==> config.mk <==
export PLATFORM = sky130hd
export DESIGN_NAME = uart_sync_fifo
export DESIGN_NICKNAME = d
export VERILOG_FILES = /design/src/rtl/uart_fifo_pkg.sv /design/src/rtl/uart_fifo_ram.sv /design/src/rtl/uart_sync_fifo.sv
export SDC_FILE = /design/constraint.sdc
export NUM_CORES = 1
export LEC_CHECK = 0
export CAP_MARGIN = 20
export CORE_MARGIN = 3
export CORE_UTILIZATION = 57
export DETAILED_ROUTE_END_ITERATION = 10
export GPL_ROUTABILITY_DRIVEN = 0
export PLACE_DENSITY = 0.76
export SYNTH_ARGS = -nofsm -noshare
export SYNTH_HDL_FRONTEND = slang
export SYNTH_SLANG_ARGS = --single-unit
==> constraint.sdc <==
create_clock -name clk -period 3.7 [get_ports clk]
set_input_delay 1.11 -clock clk [delete_from_list [all_inputs] [get_ports clk]]
set_output_delay 1.11 -clock clk [all_outputs]
set_load 0.1 [all_outputs]
==> src/rtl/uart_fifo_pkg.sv <==
// Shared defaults and helpers for the UART TX/RX synchronous FIFOs.
package uart_fifo_pkg;

  localparam int DW_DEF     = 8;
  localparam int AW_DEF     = 4;
  localparam int AE_LVL_DEF = 2;
  localparam int AF_LVL_DEF = (1 << AW_DEF) - 2;

  // Ceiling log2, e.g. for sizing an address from a requested depth.
  function automatic int clog2(input int value);
    int result;
    result = 0;
    while ((1 << result) < value) begin
      result = result + 1;
    end
    return result;
  endfunction

endpackage

==> src/rtl/uart_fifo_ram.sv <==
// Simple dual-port storage: one synchronous write port, one registered read port, no reset.
module uart_fifo_ram #(
  parameter int DW = 8,
  parameter int AW = 4
) (
  input  logic          clk,
  input  logic          we_i,
  input  logic [AW-1:0] waddr_i,
  input  logic [DW-1:0] wdata_i,
  input  logic          re_i,
  input  logic [AW-1:0] raddr_i,
  output logic [DW-1:0] rdata_o
);

  logic [DW-1:0] mem_q [0:(1 << AW) - 1];
  logic [DW-1:0] rdata_q;

  // Write port plus read-first read port; the read register only loads on an accepted read.
  always_ff @(posedge clk) begin
    if (we_i) begin
      mem_q[waddr_i] <= wdata_i;
    end
    if (re_i) begin
      rdata_q <= mem_q[raddr_i];
    end
  end

  assign rdata_o = rdata_q;

endmodule

==> src/rtl/uart_sync_fifo.sv <==
// Single-clock FIFO with level flags, sticky overflow/underflow and synchronous flush.
module uart_sync_fifo
  import uart_fifo_pkg::*;
#(
  parameter int DW     = DW_DEF,
  parameter int AW     = AW_DEF,
  parameter int AE_LVL = AE_LVL_DEF,
  parameter int AF_LVL = (1 << AW) - 2
) (
  input  logic          clk,
  input  logic          rst_n,
  input  logic          clr,
  input  logic          we,
  input  logic [DW-1:0] di,
  input  logic          re,
  output logic [DW-1:0] do_o,
  output logic          empty_flag,
  output logic          aempty_flag,
  output logic          afull_flag,
  output logic          full_flag,
  output logic [AW:0]   count,
  output logic          ovf,
  output logic          udf,
  input  logic          err_clr
);

  localparam logic [AW:0] DEPTH_C  = (AW + 1)'(1 << AW);
  localparam logic [AW:0] AE_LVL_C = (AW + 1)'(AE_LVL);
  localparam logic [AW:0] AF_LVL_C = (AW + 1)'(AF_LVL);
  localparam logic [AW:0] ONE_C    = (AW + 1)'(1);

  logic [AW-1:0] wr_ptr_q, wr_ptr_d;
  logic [AW-1:0] rd_ptr_q, rd_ptr_d;
  logic [AW:0]   count_q, count_d;
  logic          ovf_q, ovf_d;
  logic          udf_q, udf_d;
  logic          rd_vld_q, rd_vld_d;
  logic          wr_acc, rd_acc;
  logic [DW-1:0] ram_rdata;

  // Level flags come straight from the registered count.
  assign empty_flag  = (count_q == '0);
  assign aempty_flag = (count_q <= AE_LVL_C);
  assign afull_flag  = (count_q >= AF_LVL_C);
  assign full_flag   = (count_q == DEPTH_C);
  assign count       = count_q;
  assign ovf         = ovf_q;
  assign udf         = udf_q;

  // Until the first accepted read after reset the RAM read register holds stale data, so mask it.
  assign do_o = rd_vld_q ? ram_rdata : '0;

  // Accept/reject decisions and next-state for pointers, count and sticky error flags.
  always_comb begin
    // A read always succeeds when not empty, so a full FIFO can take a write alongside it.
    rd_acc   = re & ~empty_flag & ~clr;
    wr_acc   = we & (~full_flag | re) & ~clr;
    wr_ptr_d = wr_ptr_q;
    rd_ptr_d = rd_ptr_q;
    count_d  = count_q;
    ovf_d    = ovf_q;
    udf_d    = udf_q;
    rd_vld_d = rd_vld_q | rd_acc;

    if (clr) begin
      wr_ptr_d = '0;
      rd_ptr_d = '0;
      count_d  = '0;
    end else begin
      if (wr_acc) begin
        wr_ptr_d = wr_ptr_q + AW'(1);
      end
      if (rd_acc) begin
        rd_ptr_d = rd_ptr_q + AW'(1);
      end
      case ({wr_acc, rd_acc})
        2'b10:   count_d = count_q + ONE_C;
        2'b01:   count_d = count_q - ONE_C;
        default: count_d = count_q;
      endcase
      if (we & full_flag & ~re) begin
        ovf_d = 1'b1;
      end
      if (re & empty_flag) begin
        udf_d = 1'b1;
      end
    end

    if (err_clr) begin
      ovf_d = 1'b0;
      udf_d = 1'b0;
    end
  end

  // Control state register with asynchronous active-low reset.
  always_ff @(posedge clk or negedge rst_n) begin
    if (!rst_n) begin
      wr_ptr_q <= '0;
      rd_ptr_q <= '0;
      count_q  <= '0;
      ovf_q    <= 1'b0;
      udf_q    <= 1'b0;
      rd_vld_q <= 1'b0;
    end else begin
      wr_ptr_q <= wr_ptr_d;
      rd_ptr_q <= rd_ptr_d;
      count_q  <= count_d;
      ovf_q    <= ovf_d;
      udf_q    <= udf_d;
      rd_vld_q <= rd_vld_d;
    end
  end

  uart_fifo_ram #(
    .DW(DW),
    .AW(AW)
  ) u_ram (
    .clk    (clk),
    .we_i   (wr_acc),
    .waddr_i(wr_ptr_q),
    .wdata_i(di),
    .re_i   (rd_acc),
    .raddr_i(rd_ptr_q),
    .rdata_o(ram_rdata)
  );

endmodule

Word-level counts from Yosys, hierarchy flattened
Memories as Yosys holds them, arrays and structs flattened. A register that Yosys moved wholly into a read port is not among the register bits.
Index checks and enable logic that the tools add are counted.
{"block": "classes", "n_eq_ne": 4, "n_lt_le_gt_ge": 2, "bitwise_logic": 13, "reduce_logical": 8, "muxes": 15, "n_addsub": 4}
{"op": "2-to-1 mux 4 bit", "count": 4}
{"op": "one-hot mux 5 bit (2 select lines)", "count": 1}
{"op": "adder 4 x 1 -> 4 bit (second input constant)", "count": 2}
{"op": "2-to-1 mux 1 bit", "count": 8}
{"op": "2-to-1 mux 8 bit", "count": 1}
{"op": "nonzero test 2 bit", "count": 4}
{"op": "bitwise AND 1 bit", "count": 7}
{"op": "adder 5 x 1 -> 5 bit (second input constant)", "count": 1}
{"op": "== test 5 bit (second input constant)", "count": 1}
{"op": "greater-or-equal comparator 5 x 4 -> 1 bit (second input constant)", "count": 1}
{"op": "less-or-equal comparator 5 x 2 -> 1 bit (second input constant)", "count": 1}
{"op": "zero test 5 bit", "count": 1}
{"op": "2-to-1 mux 5 bit", "count": 1}
{"op": "subtractor 5 x 1 -> 5 bit (second input constant)", "count": 1}
{"op": "inverter 1 bit", "count": 4}
{"op": "AND reduction 2 bit", "count": 2}
{"op": "nonzero test 3 bit", "count": 1}
{"op": "== test 2 x 1 -> 1 bit (second input constant)", "count": 1}
{"op": "== test 2 bit (second input constant)", "count": 1}
{"op": "!= test 2 x 1 -> 1 bit (second input constant)", "count": 1}
{"op": "bitwise OR 1 bit", "count": 2}
{"block": "totals", "register_bits": 16, "ramBits": 128, "inputBits": 14, "n_memories": 1, "output_inout_bits": 19}
{"memory": "u_ram.mem_q", "depth": 16, "word_bits": 8, "rd": 1, "rd_ports_with_merged_regs": 1, "wr": 1, "line": "uart_fifo_ram.sv:15", "text": "logic [DW-1:0] mem_q [0:(1 << AW) - 1];"}

Depth between registers and ports, before layout
{"block": "depth", "word_depth": 8, "ltp_mapped": 10, "mapped_depth_nobuf": 8}

Cells and area by module
From an unflattened synthesis, not the netlist that was laid out.
{"block": "hier_totals", "hier_cells": 350, "hier_area_um2": 6324.8}
{"module": "uart_fifo_ram", "seq_area_each_um2": 4083.9, "instances": 1, "area_each_um2": 5227.5, "cells_per_inst": 229}
{"module": "uart_sync_fifo", "seq_area_each_um2": 400.4, "instances": 1, "area_each_um2": 1097.3, "cells_per_inst": 121}

Worst setup path after synthesis
OpenSTA, ideal clock, no wires.
{"block": "synth_path", "path_type": "register -> output", "from": "register count_q[2] (netlist: count[2])", "to": "output port aempty_flag", "t_arrival_ns": 5.762, "path_buffers": 1, "path_stages_with_launch": 3, "slack_ns": -3.172, "path_cell_list": "dfrtp_1 -> clkbuf_1 -> a2111oi_0"}
{"block": "synth_via", "elab_chain_len": 1}
{"element": "start: declaration", "line": "uart_sync_fifo.sv:34", "text": "logic [AW:0] count_q, count_d;"}
{"element": "start signal: assignment", "line": "uart_sync_fifo.sv:107", "text": "count_q <= count_d;"}
{"element": "less-or-equal comparator 5 x 2 -> 1 bit", "line": "uart_sync_fifo.sv:43", "text": "assign aempty_flag = (count_q <= AE_LVL_C);"}
{"element": "end: declaration", "line": "uart_sync_fifo.sv:18", "text": "output logic aempty_flag,"}
Every way passes these cells.

Worst setup path after layout
{"block": "layout_path", "from": "register count_q[1] (netlist: count[1])", "to": "output port full_flag"}
{"block": "layout_via", "elab_chain_len": 1}
{"element": "== test 5 bit", "line": "uart_sync_fifo.sv:45", "text": "assign full_flag = (count_q == DEPTH_C);"}
{"element": "end: declaration", "line": "uart_sync_fifo.sv:20", "text": "output logic full_flag,"}
Every way passes these cells.

==> impl_metrics.json <==
{
  "synthCells": 334,
  "core_area_um2": 10500,
  "rsz0062_at_grt": "no",
  "crit_path_start_kind": "flop",
  "path_class": "flop to output pin",
  "num_vias": 3220,
  "num_io_pins": 33,
  "synthesis.area_um2": 6230,
  "postCtsResizedCells": 0,
  "cts_setup_buffers": 0,
  "die_y_um": 111,
  "whs_endpoint": "udf",
  "pwr_density_cell_nw_per_um2": 668,
  "cap_violations": 0,
  "fin_nets": 413,
  "setup_slack_ps": 455,
  "critPathCaptureType": "output pin",
  "synth.distinct_cells": 41,
  "syn_avg_cell_area_um2": 18.7,
  "finClkSkew_ps": 6.37,
  "root_buffer": "clkbuf_8",
  "fmax_mhz": 308,
  "dpl_worst_slack_ps": 267,
  "rows": 37,
  "grt_pass1_vias": 3427,
  "hold_start": "udf",
  "synth_fp_nets": 355,
  "setup_viol": 0,
  "via_per_inst": 5.95,
  "drive_gt1_frac": 0.311,
  "r2r_cells": 7,
  "die_area_um2": 12200,
  "cts_buffer_depth": 2,
  "groute.usage.overall": 0.220,
  "wl_met2_um": 6380,
  "timing.rr.end": "count[2]",
  "cts_tree": "built",
  "worst_path_largest_cell_delay_ps": 650,
  "routed_wl_um": 12500,
  "fillers": 652,
  "insertion_delay_ps": 510,
  "diodes": 0,
  "post_drt_wl_per_cell_um": 23.0,
  "r2r_slack_ps": 920,
  "timing_hold_violations_final": 0,
  "grt_overflow_total": 0,
  "cp_cell_sequence": "or4_4, nor2_1, buf_4",
  "worstHoldPathCells": 2,
  "slew_headroom": 0.505,
  "ys.flop_type": "edfxtp_1",
  "clk_pin_slew_ps": 60,
  "postRouteAntennaNets": 0,
  "worstPathMaxFanout": 10,
  "status": "finished, final reports clean",
  "ir_drop_uv": 648,
  "wl_met3_um": 917,
  "critPathSlowestCell": "or4_4",
  "port-buffer-count": 32,
  "synthArstFlopShare": 0.105,
  "yosys.area.top_type": "edfxtp_1",
  "antenna_found_initial": 0,
  "synth-edff-count": 136,
  "ys_ff_latch": 152,
  "tightest_slew_ps": 739,
  "synthToLayoutAreaGrowth_pct": 18.5,
  "die_x_um": 111,
  "yosysSeqAreaShare": 0.719,
  "cts_made_buffers": 17,
  "cts.sinks": 152,
  "min_path_type": "flop to flop",
  "htreeDepth": 4,
  "fin_setup_tns_ps": 0,
  "m1WireLength_um": 4940,
  "synth.top_cell.area_share": 0.655,
  "dp.final_hpwl_um": 7740,
  "highest_layer": "met4",
  "ys_warn_count": 0,
  "drc_errors": 0,
  "fin_util": 0.706,
  "drv_slew": 0,
  "critPathArrivalTime_ps": 2140,
  "timing.final.crit_share": 0.877,
  "synth.area.top_cells": "edfxtp_1, mux4_2, dfrtp_1, nor2_1, ha_1",
  "dr.pass1.iters": 4,
  "crit_start": "count[1]",
  "p_leak_uw": 0.00251,
  "grt_pass1_wl_um": 19900,
  "min_period_ps": 3250,
  "required_ps": 2590,
  "rr_startpoint": "count[1]",
  "grt_max_degree": 36,
  "drt_iter0_markers": 253,
  "start_util": 0.596,
  "cts_hold_buf": 0
}
[report_power, final]
group,switching [uW],internal [uW],leakage [uW]
logic,750,471,0.000802
registers,106,1940,0.00144
clock network,689,975,0.000275
total,1550,3390,0.00251
[worst max-delay path, delay by kind of cell (launching register included)]
| family | cells | cell delay, ps |
|---|---|---|
| and+or+nand+nor | 2 | 810 |
| DFF | 1 | 500 |
| buffers and inverters | 1 | 310 |
[cells by family (layout without fill, tap and decap cells)]
family / count (synthesis) / after routing / share of synthesized area
AO/OA/AOI/OAI: 25 / 25 / 0.0279
flip-flops: 152 / 152 / 0.719
buffers and inverters: 29 / 100 / 0.0219
AND/OR/NAND/NOR: 71 / 71 / 0.0580
multiplexers: 42 / 42 / 0.148
adder cells (fa/ha/maj): 7 / 7 / 0.0140
XOR/XNOR: 8 / 8 / 0.0112
[cell usage in the layout, fill, tap and decap left out, types with 2 or more instances in the layout]
cell and count:
clkinv_1 2, xnor2_1 4, inv_8 2, edfxtp_1 136
buf_4 45, xor2_1 4, nor4_1 2, clkinvlp_4 3
nand2b_1 3, inv_6 5, nand2_1 13, mux4_2 40
a21o_1 2, nand3_1 4, o21ai_1 3, bufinv_16 2
dfrtp_1 15, and2_1 8, ha_1 7, a21oi_1 5
clkdlybuf4s50_1 13, nor4b_2 2, o21a_1 2, o21ai_0 4
inv_1 9, clkbuf_16 16, mux2i_1 2, nor2_1 25
o31ai_1 2, nor3_1 5
[how the worst max path moves through the flow]
stage                  endpoint  slack, ps  cells past startpoint
finish                full_flag        450                      3
global route          full_flag        340                      3
CTS                   full_flag        440                      3
detailed placement     count[2]        270                      8
global placement       count[2]        300                      8
floorplan           aempty_flag       -390                      2
[per-layer routing]
metal	GRT usage	up-vias
li1	-	1442
met1	0.293	1650
met5	0	-
met3	0.0564	15
met4	0.0681	0
met2	0.362	113
[sequential cells by signal (all words and copies together), names as in the netlist]
name and count:
ovf 1, wr_ptr_q 4, u_ram.mem_q 128, udf 1
count 5, rd_ptr_q 4, rd_vld_q 1, u_ram.rdata_o 8
[stage by stage]
| step | cell area, um^2 | total power [uW] | instances | hold WS, ps |
|---|---|---|---|---|
| 6_report | 7390 | 4930 | 541 | 505 |
| 4_1_cts | 7390 | 4980 | 541 | 519 |
| 3_5_place_dp | 6810 | 3300 | 509 | 504 |
| 3_3_place_gp | 6810 | 3290 | 509 | 501 |
| 5_1_grt | 7390 | 5130 | 541 | 535 |
| 2_1_floorplan | 6240 | 3040 | 334 | 517 |
[final cells by class]
cell class / instances / area, um^2 / share of cell area
Timing Repair Buffer: 59 / 488 / 0.0660
Sequential cell: 152 / 4490 / 0.607
Multi-Input combinational cell: 153 / 1630 / 0.221
Clock buffer: 17 / 414 / 0.0560
Tap cell: 136 / 170 / 0.0230
Inverter: 9 / 33.8 / 0.00457
Clock inverter: 15 / 165 / 0.0224
[cells in the mapped netlist (all sizes together) (6+ instances only)]
master	number
nand2	13
inv	9
dfrtp	16
edfxtp	136
nor3	6
mux4	40
o21ai	7
buf	7
clkbuf	13
ha	7
and2	8
nor2	25
Power figures use the tool's default switching activity.
